===== src/rtl/wb_mem_arbiter_pkg.sv =====
// rtl/wb_mem_arbiter_pkg.sv - shared cache package: arbiter state type, line widths, dcache<->mem bundles
package wb_mem_arbiter_pkg;

  localparam int DC_ADDR_W = 32;
  localparam int DC_LINE_W = 128;

  typedef enum logic [1:0] {
    ST_IDLE  = 2'd0,
    ST_GNT_I = 2'd1,
    ST_GNT_D = 2'd2
  } type_memarb_state_e;

  typedef struct packed {
    logic                 req;
    logic                 wr;
    logic [DC_ADDR_W-1:0] addr;
    logic [DC_LINE_W-1:0] wdata;
    logic                 kill;
  } type_dcache2mem_s;

  typedef struct packed {
    logic                 ack;
    logic [DC_LINE_W-1:0] rdata;
  } type_mem2dcache_s;

  // Bundle the flat dcache-side ports for tops that route struct buses.
  function automatic type_dcache2mem_s to_dcache2mem(input logic req, input logic wr,
                                                      input logic [DC_ADDR_W-1:0] addr,
                                                      input logic [DC_LINE_W-1:0] wdata,
                                                      input logic kill);
    type_dcache2mem_s s;
    s.req   = req;
    s.wr    = wr;
    s.addr  = addr;
    s.wdata = wdata;
    s.kill  = kill;
    return s;
  endfunction

  function automatic type_mem2dcache_s to_mem2dcache(input logic ack,
                                                      input logic [DC_LINE_W-1:0] rdata);
    type_mem2dcache_s s;
    s.ack   = ack;
    s.rdata = rdata;
    return s;
  endfunction

endpackage


===== src/rtl/wb_mem_arbiter.sv =====
// rtl/wb_mem_arbiter.sv - round-robin icache/dcache arbiter for the single line-memory port
module wb_mem_arbiter
  import wb_mem_arbiter_pkg::*;
#(
  parameter int ADDR_W = DC_ADDR_W,
  parameter int LINE_W = DC_LINE_W
) (
  input  logic              clk,
  input  logic              rst_n,
  input  logic              icache_req_i,
  input  logic [ADDR_W-1:0] icache_addr_i,
  input  logic              icache_kill_i,
  output logic              icache_ack_o,
  output logic [LINE_W-1:0] icache_rdata_o,
  input  logic              dcache_req_i,
  input  logic              dcache_wr_i,
  input  logic [ADDR_W-1:0] dcache_addr_i,
  input  logic [LINE_W-1:0] dcache_wdata_i,
  input  logic              dcache_kill_i,
  output logic              dcache_ack_o,
  output logic [LINE_W-1:0] dcache_rdata_o,
  output logic              mem_req_o,
  output logic              mem_wr_o,
  output logic [ADDR_W-1:0] mem_addr_o,
  output logic [LINE_W-1:0] mem_wdata_o,
  output logic              mem_kill_o,
  input  logic              mem_ack_i,
  input  logic [LINE_W-1:0] mem_rdata_i
);

  type_memarb_state_e state_q, state_d;
  logic               last_grant_q;
  logic               grant_i, grant_d;

  always_comb begin
    state_d        = state_q;
    grant_i        = 1'b0;
    grant_d        = 1'b0;
    icache_ack_o   = 1'b0;
    icache_rdata_o = '0;
    dcache_ack_o   = 1'b0;
    dcache_rdata_o = '0;
    mem_kill_o     = 1'b0;
    case (state_q)
      ST_IDLE: begin
        // On a tie the side that did not win last time goes first.
        if (icache_req_i && (!dcache_req_i || last_grant_q)) begin
          grant_i = 1'b1;
          state_d = ST_GNT_I;
        end else if (dcache_req_i) begin
          grant_d = 1'b1;
          state_d = ST_GNT_D;
        end
      end
      ST_GNT_I: begin
        if (mem_ack_i) begin
          icache_ack_o   = 1'b1;
          icache_rdata_o = mem_rdata_i;
          state_d        = ST_IDLE;
        end else if (icache_kill_i) begin
          mem_kill_o = 1'b1;
          state_d    = ST_IDLE;
        end
      end
      ST_GNT_D: begin
        if (mem_ack_i) begin
          dcache_ack_o   = 1'b1;
          dcache_rdata_o = mem_rdata_i;
          state_d        = ST_IDLE;
        end else if (dcache_kill_i) begin
          mem_kill_o = 1'b1;
          state_d    = ST_IDLE;
        end
      end
      default: state_d = ST_IDLE;
    endcase
  end

  always_ff @(posedge clk or negedge rst_n) begin
    if (!rst_n) begin
      state_q      <= ST_IDLE;
      last_grant_q <= 1'b1;
      mem_req_o    <= 1'b0;
      mem_wr_o     <= 1'b0;
      mem_addr_o   <= '0;
      mem_wdata_o  <= '0;
    end else begin
      state_q <= state_d;
      if (grant_i) begin
        last_grant_q <= 1'b0;
        mem_req_o    <= 1'b1;
        mem_wr_o     <= 1'b0;
        mem_addr_o   <= icache_addr_i;
        mem_wdata_o  <= '0;
      end else if (grant_d) begin
        last_grant_q <= 1'b1;
        mem_req_o    <= 1'b1;
        mem_wr_o     <= dcache_wr_i;
        mem_addr_o   <= dcache_addr_i;
        mem_wdata_o  <= dcache_wdata_i;
      end else if (state_d == ST_IDLE) begin
        mem_req_o <= 1'b0;
      end
    end
  end

endmodule


===== config.mk =====
export PLATFORM = sky130hd
export DESIGN_NAME = wb_mem_arbiter
export DESIGN_NICKNAME = d
export VERILOG_FILES = /design/src/rtl/wb_mem_arbiter_pkg.sv /design/src/rtl/wb_mem_arbiter.sv
export SDC_FILE = /design/constraint.sdc
export NUM_CORES = 1
export LEC_CHECK = 0
export CORE_AREA = 2 2 292 294
export CTS_BUF_LIST = sky130_fd_sc_hd__clkbuf_4
export DETAILED_ROUTE_END_ITERATION = 8
export DIE_AREA = 0 0 294 296
export GPL_TIMING_DRIVEN = 0
export HOLD_SLACK_MARGIN = 0.06
export SYNTH_ARGS = -nofsm -noshare
export SYNTH_HDL_FRONTEND = slang
export SYNTH_SLANG_ARGS = --single-unit
export TNS_END_PERCENT = 100

===== constraint.sdc =====
create_clock -name clk -period 2.8 [get_ports clk]
set_input_delay 0.7 -clock clk [delete_from_list [all_inputs] [get_ports clk]]
set_output_delay 0.7 -clock clk [all_outputs]
set_load 0.01 [all_outputs]

=== After elaboration in Yosys (flattened, before gate mapping) ===
Cells that the tools add are included.

* Flip-flop bits (word level): 165
* Input bits: 328
* Output and inout port bits: 421
* Word-level logic and storage cells: 49

* Equal/unequal tests: 2
* Muxes and demuxes: 34
* Reductions and logical operators: 7

{| class="wikitable"
|+ Operators with widths
! cell !! count
|-
| 128-bit two-way mux || 5
|-
| 32-bit two-way mux || 2
|-
| 1-bit two-way mux || 19
|-
| 2-bit two-way mux || 6
|-
| 2-bit one-hot mux with 3 select lines || 1
|-
| 2-bit zero test || 2
|-
| 3-bit nonzero test || 1
|-
| 2-bit by 1-bit equality test with 1-bit output (second input constant) || 1
|-
| 2-bit equality test (second input constant) || 1
|-
| 1-bit one-hot mux with 2 select lines || 1
|-
| 2-bit nonzero test || 1
|-
| 1-bit logical AND || 1
|-
| 1-bit zero test || 1
|-
| 1-bit logical OR || 1
|}

=== Depth between registers and ports, before layout ===
Gate-level depths: netlist of the first run.

* Depth after elaboration: 9
* Mapped depth: 8
* Mapped depth without buffers: 5

=== Worst setup path before layout of the first run ===
OpenSTA, ideal clock, no wires.

* Path kind: input port to output port
* Start: input port mem_ack_i
* End: output port icache_rdata_o[109]
* Data arrival time: 1.456 ns
* Data required time: 2.100 ns
* Slack: 0.644 ns
* Stages: 4
* Buffers on the path: 3
* Path through: buf_2 -> clkbuf_1 -> clkbuf_1 -> and3_1

* Cells in the longest elaborated chain, start to end: 2

{| class="wikitable"
|+ RTL lines
! item !! line !! text
|-
| start, declared || wb_mem_arbiter.sv:27 || <nowiki>input logic mem_ack_i,</nowiki>
|-
| 128-bit two-way mux || wb_mem_arbiter.sv:56 || <nowiki>if (mem_ack_i) begin</nowiki>
|-
| 128-bit two-way mux || wb_mem_arbiter.sv:44 || <nowiki>case (state_q)</nowiki>
|-
| end, declared || wb_mem_arbiter.sv:14 || <nowiki>output logic [LINE_W-1:0] icache_rdata_o,</nowiki>
|}

No other way between the ends.

=== Worst setup path after layout of the first run ===
* Start: register state_q[0]
* End: output port icache_rdata_o[79]

* Cells in the longest elaborated chain, start to end: 2

{| class="wikitable"
|+ RTL lines
! item !! line !! text
|-
| start, declared || wb_mem_arbiter.sv:31 || <nowiki>type_memarb_state_e state_q, state_d;</nowiki>
|-
| start signal, assigned || wb_mem_arbiter.sv:88 || <nowiki>state_q <= state_d;</nowiki>
|-
| 2-bit by 1-bit equality test with 1-bit output || wb_mem_arbiter.sv:44 ||
|-
| 128-bit two-way mux || wb_mem_arbiter.sv:44 ||
|}

No other way between the ends.

==> results of run 1 <==
## power groups by stage
| stage | sequential, µW | clock (µW) | combinational (µW) |
|---|---|---|---|
| finish | 4030 | 1600 | 10800 |
| global route | 4130 | 1790 | 11400 |
| CTS | 4030 | 1750 | 9820 |
| detailed placement | 4080 | 0 | 9170 |
| global placement | 4050 | 0 | 9200 |
| floorplan | 4490 | 0 | 3030 |
## how the worst max path moves through the flow
stage                                endpoint  depth (start not counted)
final                      icache_rdata_o[79]                          7
after global routing       icache_rdata_o[56]                          6
after CTS                  icache_rdata_o[82]                          7
after detailed placement   icache_rdata_o[84]                          6
after global placement         mem_addr_o[22]                          1
after floorplan           icache_rdata_o[109]                          4
## sequential cells by signal, summed over array words and instances (netlist names)
name / flops
state_q: 2
mem_wr_o: 1
mem_addr_o: 32
mem_req_o: 1
last_grant_q: 1
mem_wdata_o: 128
## per-layer routing
metal | routed length, µm | global-route usage | share of wire | up-vias
li1 | - | - | - | 4759
met1 | 29000 | 0.181 | 0.37 | 5188
met2 | 39600 | 0.309 | 0.51 | 595
met3 | 6790 | 0.0573 | 0.087 | 138
met4 | 2990 | 0.0484 | 0.038 | 12
met5 | 76 | 0 | 0.00097 | -
## layout by cell type (no fill, tap or decap), types with 2 or more instances in the layout
cell type	instances
clkinv_8	5
inv_2	2
and3_1	133
buf_6	144
clkbuf_16	21
clkbuf_1	30
ha_4	2
nor2b_1	2
a21oi_1	34
nand2b_1	29
clkbuf_8	2
ha_1	2
inv_1	3
a22o_1	130
and3_4	124
inv_6	4
dfrtp_1	163
clkdlybuf4s15_2	18
inv_8	3
nand2_1	33
buf_4	37
o21ai_1	42
o21ai_0	25
clkdlybuf4s50_1	482
diode_2	6
buf_8	19
or2b_1	4
a21o_1	2
and2_1	3
clkbuf_4	18
buf_2	113
buf_12	5
o211ai_1	2
dlymetal6s2s_1	4
clkbuf_2	18
## per-stage QoR
step                hold WS (ns)  setup TNS (ns)
floorplan                  0.404               0
global route               0.416          -58.75
detailed placement         0.477         -115.32
CTS                        0.292          -77.03
finish                     0.455          -21.82
global placement           0.471        -1196.90
## tightest hold or removal path, stage by stage
cell and delay [ns]:
buf_4 0.18, nand2b_1 0.09, o21ai_0 0.07, o21ai_1 0.10
## area by class of cell
cell class | instances | area share
antenna | 6 | 0.000792
buffer | 106 | 0.0476
clock buffer | 17 | 0.00673
clock inverter | 15 | 0.00964
inverter | 5 | 0.000990
multi-input combinational | 573 | 0.232
sequential | 165 | 0.218
tap | 1090 | 0.0719
timing repair buffer | 790 | 0.413
## cell families (layout without fill, tap and decap cells)
| kind of cell | Yosys count | count (layout) | share of synthesized area |
|---|---|---|---|
| and+or+nand+nor | 329 | 329 | 0.236 |
| AOI/OAI and AO/OA | 240 | 240 | 0.204 |
| DFF | 165 | 165 | 0.491 |
| buffers and inverters | 112 | 933 | 0.0634 |
| adders and majority gates | 4 | 4 | 0.00595 |
| other | 0 | 6 | 0 |
## what timing repair did
| action | CTS | global route |
|---|---|---|
| hold buffers | 1 | 0 |
| hold endpoints to repair | 56 | 0 |
| resized for setup | 1041 | 443 |
| endpoints found under the setup margin | 264 | 263 |
| buffers inserted | 14 | 8 |
| pin swaps | 2 | 2 |
| cloned | 3 | 17 |
==> summary.txt, run 1 <==
Setup path
  • FF-to-FF path depth: 7
  • Max stage delay on crit path: around 0.47 ns
  • Critical Setup Path Class: reg2out
  • CP startpoint: state_q[0]
  • FF-to-FF End: mem_addr_o[19]
  • Top delay family on crit path: buffers and inverters
  • Crit path launch type: register
  • Data required time at the worst endpoint: ~2.1 ns
  • Reg2Reg Launch Point: state_q[1]
  • Slowest cell on crit path: dfrtp_1
  • Arrival time at the worst endpoint: 2.28 ns
  • Crit path capture type: primary output
  • Crit-path max FO: 5
  • Crit path cell chain: buf_6 -> ha_4 -> clkbuf_16 -> buf_8 -> clkbuf_16 -> and3_4 -> buf_6
  • R2r setup slk: 0.24 ns
  • Crit path buffers/inverters: 5

STA
  • Max-slew violations: 0
  • Fin. Hold Viols: 0
  • Tmin final: 2.98 ns
  • Max_slew headroom: 0.309
  • Setup Viol. Count Final: around 240
  • Worst setup margin: -0.184 ns
  • Final cycle utilization of the critical path: 1.07
  • Max Freq: 0.335 GHz
  • Unrepaired setup endpoints after global routing: true
  • Clock Skews: between 0.04 and 0.05 ns
  • Slew of the pin with the lowest slew margin: between 1 and 1.5 ns

Placed design
  • DPL Wire Length: around 65000 µm
  • Setup slack at placement: -0.926 ns
  • IO buf count: roughly 750
  • Placed Cells: roughly 2.7k
  • Cell Area, Placed: ~17000 µm²
  • Routability cong.: 0.921

Synth
  • Cells after Synth: 850
  • Synth Warn #: 0
  • Top-count cell post-synth: and3_1
  • Post-synth top area cell: dfrtp_1
  • Synthesized area: around 8400 µm²
  • Ys flop type: dfrtp_1
  • EDFF count, synth: 0
  • Mean area per synthesized cell: 9.89 µm²
  • Seq cells post-synth: approximately 170
  • Synth unique cells: 27
  • Most frequent cells after synthesis: 257 x and3_1, 164 x dfrtp_1, 130 x a22o_1
  • Top-area cell type share of the netlist area: 0.488
  • Post-Syn Nets: 1182
  • Top cells by area, synth: dfrtp_1 49%, and3_1 19%, a22o_1 14%
  • Async S/R FF share, synth: 1.00
  • Register area share after synthesis: 0.491

GRT
  • First-pass GRT wire length: roughly 98000 µm
  • Initial antenna violation count: 22
  • GRT Util Overall: 0.168
  • Pin count of the biggest net entering global routing: 110
  • Grt total ovfl: 0
  • Vias in the first global route: between 10k and 15k

Outcome
  • Failing checks: negative setup slack
  • Status: finished, violations left

Cells and area
  • Final net count: ~2.0k
  • FF/Latch Area: between 4000 and 5000 µm²
  • Design Area, Final: 19000 µm²
  • Fill cells: 9271
  • Multi-input gate area: around 4400 µm²
  • Area grow syn2layout: 125%
  • Fin cells: between 2k and 3k
  • Share of cells above drive strength 1: 0.324
  • Final core utilization: 0.225

Power
  • Power share of the sequential group: 0.246
  • Internal Power: about 9400 µW
  • P_sw: about 7000 µW
  • Share of total power in the clock network: 0.098
  • Power Density: 865 nW/µm²
  • Largest vdd supply drop: 0.426 mV
  • Combinational power share: 0.657
  • Pwr Total: 16400 µW
  • Sw frac: 0.428
  • Pleak: about 0.0086 µW

Floorplanning
  • Die Y: between 200 and 300 µm
  • Die width: ~290 µm
  • Starting Density: 0.0999
  • DIE AREA: 87000 µm²
  • Core footprint: around 84000 µm²
  • # IOs: 749
  • Site Rows: 107

Min path
  • WHS Path Cells: 4
  • Hold EP: mem_addr_o[0]
  • Worst Hold Class: in2reg
  • Hold Startpoint: icache_req_i

Clocking
  • H-tree depth: 4
  • Clock sink total: roughly 170
  • Root Driver: clkbuf_4
  • Max clock buf depth: 2
  • Clock transition at path regs: 0.20 ns
  • Latest clock arrival within the worst-skew pair: about 0.72 ns
  • Number of CTS-inserted buffers: 17
  • CTS tree: built

Routing
  • Vias: about 11k
  • Via density per instance: 3.86
  • Total wire length: approximately 78000 µm
  • Initial DRC Count: between 400 and 500
  • DRT Pass-1 Iters: 4
  • DRC viols: 0
  • Antenna-violating nets left: 0
  • DR WL/cell: roughly 28 µm

Job
  • Max-cap violations: 0
Note: power is estimated with default switching activity, not from simulation.
==> run 2: changes to the inputs <==
ABC_AREA = 1   (was default)
CORE_AREA = 2 2 293 295   (was 2 2 292 294)
DIE_AREA = 0 0 295 297   (was 0 0 294 296)
==> run 2 against run 1 <==
Net effect: the run still ends with negative setup slack left; total power is 9.2% lower; clock skew fell by 0.0094 ns; die area is 0.68% higher; count of clock-buffer cells in the layout is 1 higher; critical path depth is the same; via count rose by 8.2%; sequential cell count is the same; global-route usage shrank 1.4 points; routed wire length fell by 10%; maximum frequency decreased by 3.9%; critical path type is now in2out; largest cell class unchanged; largest power group unchanged.
==> summary.txt, run 2 <==
GRT
  • Grt total ovfl: 0 (unchanged)
  • First-pass GRT wire length: 92000 µm (-5.9%)
  • Pin count of the biggest net entering global routing: 89 (-19%)
  • GRT Util Overall: 0.153 (-0.0144)
  • Vias in the first global route: 11.3k (+5.2%)
  • Initial antenna violation count: 21 (-4.5%)

Clocking
  • Clock sink total: 165 (unchanged)
  • Latest clock arrival within the worst-skew pair: 0.74 ns (+0.02 ns)
  • Clock transition at path regs: 0.16 ns (-0.04 ns)
  • Number of CTS-inserted buffers: 17 (unchanged)
  • H-tree depth: 4 (unchanged)
  • CTS tree: built
  • Root Driver: clkbuf_4
  • Max clock buf depth: 2 (unchanged)

Synth
  • Register area share after synthesis: 0.475 (-0.0163)
  • Synthesized area: 8700 µm² (+3.4%)
  • Top-area cell type share of the netlist area: 0.472 (-0.0162)
  • Seq cells post-synth: 165 (unchanged)
  • Synth unique cells: 18 (-33%)
  • Mean area per synthesized cell: 6.91 µm² (-30%)
  • Cells after Synth: 1258 (+48%)
  • Top-count cell post-synth: nand2_1
  • Ys flop type: dfrtp_1
  • Post-synth top area cell: dfrtp_1
  • EDFF count, synth: 0 (unchanged)
  • Most frequent cells after synthesis: 376 x nand2_1, 289 x nor2_1, 172 x inv_1
  • Async S/R FF share, synth: 1.00 (unchanged)
  • Post-Syn Nets: 1590 (+35%)
  • Top cells by area, synth: dfrtp_1 47%, nand2_1 16%, nor2_1 12%
  • Synth Warn #: 0 (unchanged)

Setup path
  • Slowest cell on crit path: clkdlybuf4s50_1
  • Crit path buffers/inverters: 5 (unchanged)
  • Levels on crit path: 7 (unchanged)
  • Max stage delay on crit path: 0.74 ns (+0.27 ns)
  • Critical Setup Path Class: in2out
  • Data required time at the worst endpoint: 2.10 ns (about the same)
  • Crit-path max FO: 8 (+3)
  • Crit path launch type: input port
  • Crit path cell chain: clkdlybuf4s50_1 -> nand2_8 -> clkbuf_16 -> buf_12 -> buf_16 -> nor2_4 -> buf_6
  • Top delay family on crit path: buffers and inverters
  • Arrival time at the worst endpoint: 2.41 ns (+0.13 ns)
  • Reg2Reg Launch Point: state_q[0]
  • FF-to-FF path depth: 8 (+1)
  • Crit path capture type: primary output
  • CP startpoint: mem_ack_i

Cells and area
  • Most frequent cells in the layout: 488 x clkdlybuf4s50_1, 374 x nand2_1, 175 x buf_6
  • Max FFs per register: 128 (unchanged)
  • Biggest register: mem_wdata_o
  • Share of cells above drive strength 1: 0.309 (-0.0157)
  • Final net count: 2451 (+23%)
  • Commonest non-fill, non-tap cell in the layout: clkdlybuf4s50_1
  • Largest registers: mem_wdata_o x128, mem_addr_o x32, state_q x2
  • Area grow syn2layout: 133%
  • Fill cells: 9220 (-0.55%)

Job
  • Max-cap violations: 0 (unchanged)

Power
  • Power Density: 735 nW/µm² (-15%)
  • Pwr Total: 14900 µW (-9.2%)
  • Largest vdd supply drop: 0.410 mV (-3.8%)
  • Pleak: 0.00983 µW (+14%)

Outcome
  • Failing checks: negative setup slack
  • Status: finished, violations left

Routing
  • Total wire length: 70400 µm (-10%)
  • DRT Pass-1 Iters: 5 (+1)
  • Via density per instance: 3.52 (-8.8%)
  • Vias: 11.6k (+8.2%)
  • DRC viols: 0 (unchanged)
  • DR WL/cell: 21.4 µm (-24%)
  • Initial DRC Count: 477 (+2.6%)
  • Antenna-violating nets left: 0 (unchanged)

Placed design
  • Routability cong.: 0.949 (+3.1%)
  • DPL Wire Length: 56500 µm (-13%)
  • IO buf count: 748 (+0.27%)

STA
  • Worst setup margin: -0.306 ns (-0.123 ns)
  • Slew of the pin with the lowest slew margin: 0.678 ns (-0.359 ns)
  • Clock Skews: 0.0317 ns (-0.00941 ns)
  • Final cycle utilization of the critical path: 1.11 (+0.0438)
  • Fin. Hold Viols: 0 (unchanged)
  • Setup tns final: -41.33 ns (-19.51 ns)
  • Setup Viol. Count Final: 254 (+4.1%)
  • Max Freq: 0.322 GHz (-3.9%)
  • Tmin final: 3.11 ns (+0.123 ns)
  • Max-slew violations: 0 (unchanged)
  • Unrepaired setup endpoints after global routing: true
  • Max_slew headroom: 0.548 (+0.239)

Min path
  • Worst Hold Class: in2async

Floorplanning
  • Site Rows: 107 (unchanged)
  • # IOs: 749 (unchanged)
  • Die Y: 297 µm (+0.34%)
  • Core footprint: 84500 µm² (+0.32%)
  • DIE AREA: 87600 µm² (+0.68%)
  • Die width: 295 µm (+0.34%)
  • Starting Density: 0.103 (+0.00310)
run 2: kinds of logic after synthesis:
family,count (synthesis),synth area share
AO/OA/AOI/OAI,35,0.0213
buffers and inverters,256,0.128
AND/OR/NAND/NOR,798,0.370
adder cells (fa/ha/maj),4,0.00575
flip-flops,165,0.475
run 2: timing repair:
action,4_1_cts,5_1_grt
pin swaps,5,24
setup buffers,45,35
hold endpoints to repair,99,0
resized for setup,1099,558
hold buffers,1,0
endpoints found under the setup margin,263,262
cloned,15,8
run 2: path summary, 6_finish.rpt:
path                       slack (ns)            endpoint
hold / removal                   0.33      mem_addr_o[22]
min in group clk                 0.48     mem_wdata_o[71]
setup / recovery                -0.31  dcache_rdata_o[65]
setup reg to reg                 0.80      mem_addr_o[30]
hold reg to reg                  0.49      mem_wdata_o[7]
max in group asynchronous        1.39    mem_wdata_o[116]
run 2: layout make-up:
type	instances	area [µm²]	area share
Timing Repair Buffer	847	8400	0.415
Multi-Input combinational cell	837	4590	0.227
Tap cell	1144	1430	0.0707
Clock buffer	18	135	0.00668
Clock inverter	14	126	0.00624
Buffer	78	757	0.0374
Inverter	173	652	0.0322
Antenna cell	7	17.5	0.000866
Sequential cell	165	4130	0.204
run 2: metal layers:
layer	GRT usage	vias to the layer above	share of wire
met4	0.0604	8	0.041
met5	0	-	0.00070
met1	0.171	5437	0.38
li1	-	5471	-
met2	0.271	545	0.50
met3	0.0445	107	0.079
run 2: worst reg2reg max path, cell delays in order, from the launching register on:
cell and delay [ns]:
dfrtp_1 0.45, inv_2 0.07, buf_4 0.14, ha_4 0.17
o21a_4 0.13, inv_4 0.17, clkbuf_1 0.52, nand2_1 0.11
o21ai_0 0.14
run 2: power by group:
part	leakage (µW)	total, µW	internal, µW	switching, µW
Clock	0.000145	1500	462	1030
Sequential	0.00209	4000	3400	600
Combinational	0.00760	9380	4540	4840
run 2: through the flow:
stage / instances / hold WS [ns] / setup slack [ns] / cell area [µm²] / util
2_1_floorplan: 1258 / 0.404 / 0.757 / 8700 / -
3_3_place_gp: 3150 / 0.458 / -6.72 / 17600 / 0.209
3_5_place_dp: 3152 / 0.464 / -1.29 / 17700 / 0.209
4_1_cts: 3244 / 0.163 / -0.477 / 19000 / 0.225
5_1_grt: 3281 / 0.230 / -0.448 / 20200 / 0.239
6_report: 3283 / 0.334 / -0.306 / 20200 / 0.240
==> run 3: changes to the inputs <==
SETUP_SLACK_MARGIN = 0.5   (was default)
==> run 3 against run 2 <==
Net effect: the flow still finishes with violations (negative setup slack); clock power is essentially flat; register-to-register slack improved by 0.07 ns; design area shrank 5.9%; routed wire length is 2.4% lower; count of clock-buffer cells in the layout unchanged; sequential power about the same; clock skew is essentially flat; global-route usage decreased by 0.32 points; total power is 3.7% lower; worst setup slack worse by 0.0049 ns.
==> summary.txt, run 3 (synthesis results as in run 2) <==
GRT
  • Layer with the highest usage: met2
  • Vias in the first global route: 11.1k (-2.1%)
  • Initial antenna violation count: 22 (+4.8%)
  • Grt total ovfl: 0 (unchanged)
  • GRT Util Overall: 0.150 (-0.00321)
  • Pin count of the biggest net entering global routing: 89 (unchanged)
  • Met3 Use GR: 0.0418 (-0.00269)
  • First-pass GRT wire length: 90000 µm (-2.1%)
  • GRT met1 Usage: 0.171 (-0.000737)
  • M2 GR Usage: 0.264 (-0.00683)

Clocking
  • Latest clock arrival within the worst-skew pair: 0.75 ns (about the same)
  • Max clock buf depth: 2 (unchanged)
  • H-tree depth: 4 (unchanged)
  • Number of CTS-inserted buffers: 17 (unchanged)
  • Root Driver: clkbuf_4
  • Clock sink total: 165 (unchanged)
  • CTS tree: built
  • Clock transition at path regs: 0.18 ns (+0.02 ns)

Floorplanning
  • Site Rows: 107 (unchanged)
  • Die Y: 297 µm (unchanged)
  • DIE AREA: 87600 µm² (unchanged)
  • Core footprint: 84500 µm² (unchanged)
  • Die width: 295 µm (unchanged)
  • Starting Density: 0.103 (unchanged)
  • # IOs: 749 (unchanged)

Outcome
  • Status: finished, violations left
  • Failing checks: negative setup slack

STA
  • Max-slew violations: 0 (unchanged)
  • Fin. Hold Viols: 0 (unchanged)
  • Slew of the pin with the lowest slew margin: 0.659 ns (-0.0187 ns)
  • Max Freq: 0.321 GHz (-0.16%)
  • Tmin final: 3.11 ns (+0.00488 ns)
  • Final cycle utilization of the critical path: 1.11 (+0.00174)
  • Unrepaired setup endpoints after global routing: true
  • Worst setup margin: -0.311 ns (-0.00488 ns)
  • Setup Viol. Count Final: 256 (+0.79%)
  • Max_slew headroom: 0.561 (+0.0125)
  • Clock Skews: 0.0320 ns (+0.000303 ns)

Routing
  • Total wire length: 68700 µm (-2.4%)
  • DRT Pass-1 Iters: 5 (unchanged)
  • DRC viols: 0 (unchanged)
  • DR WL/cell: 21.2 µm (-1.2%)
  • Antenna-violating nets left: 0 (unchanged)
  • Via density per instance: 3.51 (-0.38%)
  • Initial DRC Count: 474 (-0.63%)
  • Vias: 11.4k (-1.6%)

Job
  • Max-cap violations: 0 (unchanged)

Cells and area
  • Final core utilization: 0.225 (-0.0141)
  • Final net count: 2409 (-1.7%)
  • Max FFs per register: 128 (unchanged)
  • Commonest non-fill, non-tap cell in the layout: clkdlybuf4s50_1
  • Biggest register: mem_wdata_o
  • Share of cells above drive strength 1: 0.263 (-0.0460)
  • Largest registers: mem_wdata_o x128, mem_addr_o x32, state_q x2
  • Most frequent cells in the layout: 488 x clkdlybuf4s50_1, 373 x nand2_1, 178 x buf_2
  • Area grow syn2layout: 119%

Setup path
  • Data required time at the worst endpoint: 2.10 ns (about the same)
  • Critical Setup Path Class: in2out
  • Crit-path max FO: 10 (+2)
  • Arrival time at the worst endpoint: 2.41 ns (about the same)
  • Crit path capture type: primary output
  • Crit path launch type: input port

Placed design
  • IO buf count: 748 (unchanged)
  • DPL Wire Length: 56500 µm (unchanged)
  • Routability cong.: 0.949 (unchanged)

Power
  • Largest vdd supply drop: 0.406 mV (-0.95%)
  • Pwr Total: 14300 µW (-3.7%)
  • Power Density: 752 nW/µm² (+2.3%)
  • Pleak: 0.00956 µW (-2.7%)

Min path
  • Worst Hold Class: in2async
run 3: cell count changes in the layout (fill, tap and decap cells not counted), sizes merged:
cell	change
dlygate4sd2	+7
clkdlybuf4s15	+2
diode	+1
buf	-59
dlymetal6s2s	+1
clkbuf	+8
bufbuf	-1
run 3: critical path, cell delays in order:
cell,delay [ns]
clkdlybuf4s50_1,0.74
nand2_8,0.15
clkbuf_16,0.21
buf_6,0.12
buf_12,0.12
buf_12,0.14
nor2_4,0.11
buf_6,0.11
run 3: worst paths after layout:
path | startpoint | end | slack (ns) | cells after the start
setup / recovery | mem_ack_i | icache_rdata_o[116] | -0.31 | 8
hold / removal | rst_n | mem_addr_o[23] | 0.32 | 2
setup reg to reg | state_q[0] | mem_addr_o[30] | 0.87 | 7
hold reg to reg | mem_wdata_o[7] | mem_wdata_o[7] | 0.49 | 2
max in group asynchronous | rst_n | mem_wdata_o[45] | 1.38 | 4
min in group clk | dcache_wdata_i[71] | mem_wdata_o[71] | 0.47 | 3
run 3: where the power goes:
part	internal [µW]	total (µW)	switching (µW)
combinational	4200	8830	4630
sequential	3400	3990	594
clock	462	1500	1040
total	8060	14300	6260
run 3: per-layer routing:
layer,routed length (µm),vias to the layer above
li1,-,5392
met1,26500,5378
met2,34600,516
met3,5230,88
met4,2260,6
met5,38,-
run 3: final cells by class:
cell class	instances	area [µm²]
well taps	1144	1430
fillers	9380	65400
multi-input cells	837	4150
clock inverters	14	126
clock buffers	18	135
diodes	8	20.0
inverters	173	652
repair buffers	800	7530
flip-flops and latches	165	4130
plain buffers	83	877
run 3: timing repair:
action,CTS,global route
hold buffers,1,0
endpoints found under the hold margin,99,0
gates cloned,8,9
buffers inserted,15,17
setup endpoints to repair,421,421
pin swaps,1,3
gates resized for setup,808,589
run 3: through the flow:
stage	setup slack, ns	TNS, ns	hold WS [ns]	cells	area [µm²]
finish	-0.311	-37.26	0.323	3242	19000
global route	-0.457	-75.57	0.226	3240	19000
CTS	-0.471	-90.58	0.163	3208	18300
detailed placement	-1.29	-228.71	0.464	3152	17700
global placement	-6.72	-1325.46	0.458	3150	17600
floorplan	0.757	0	0.404	1258	8700
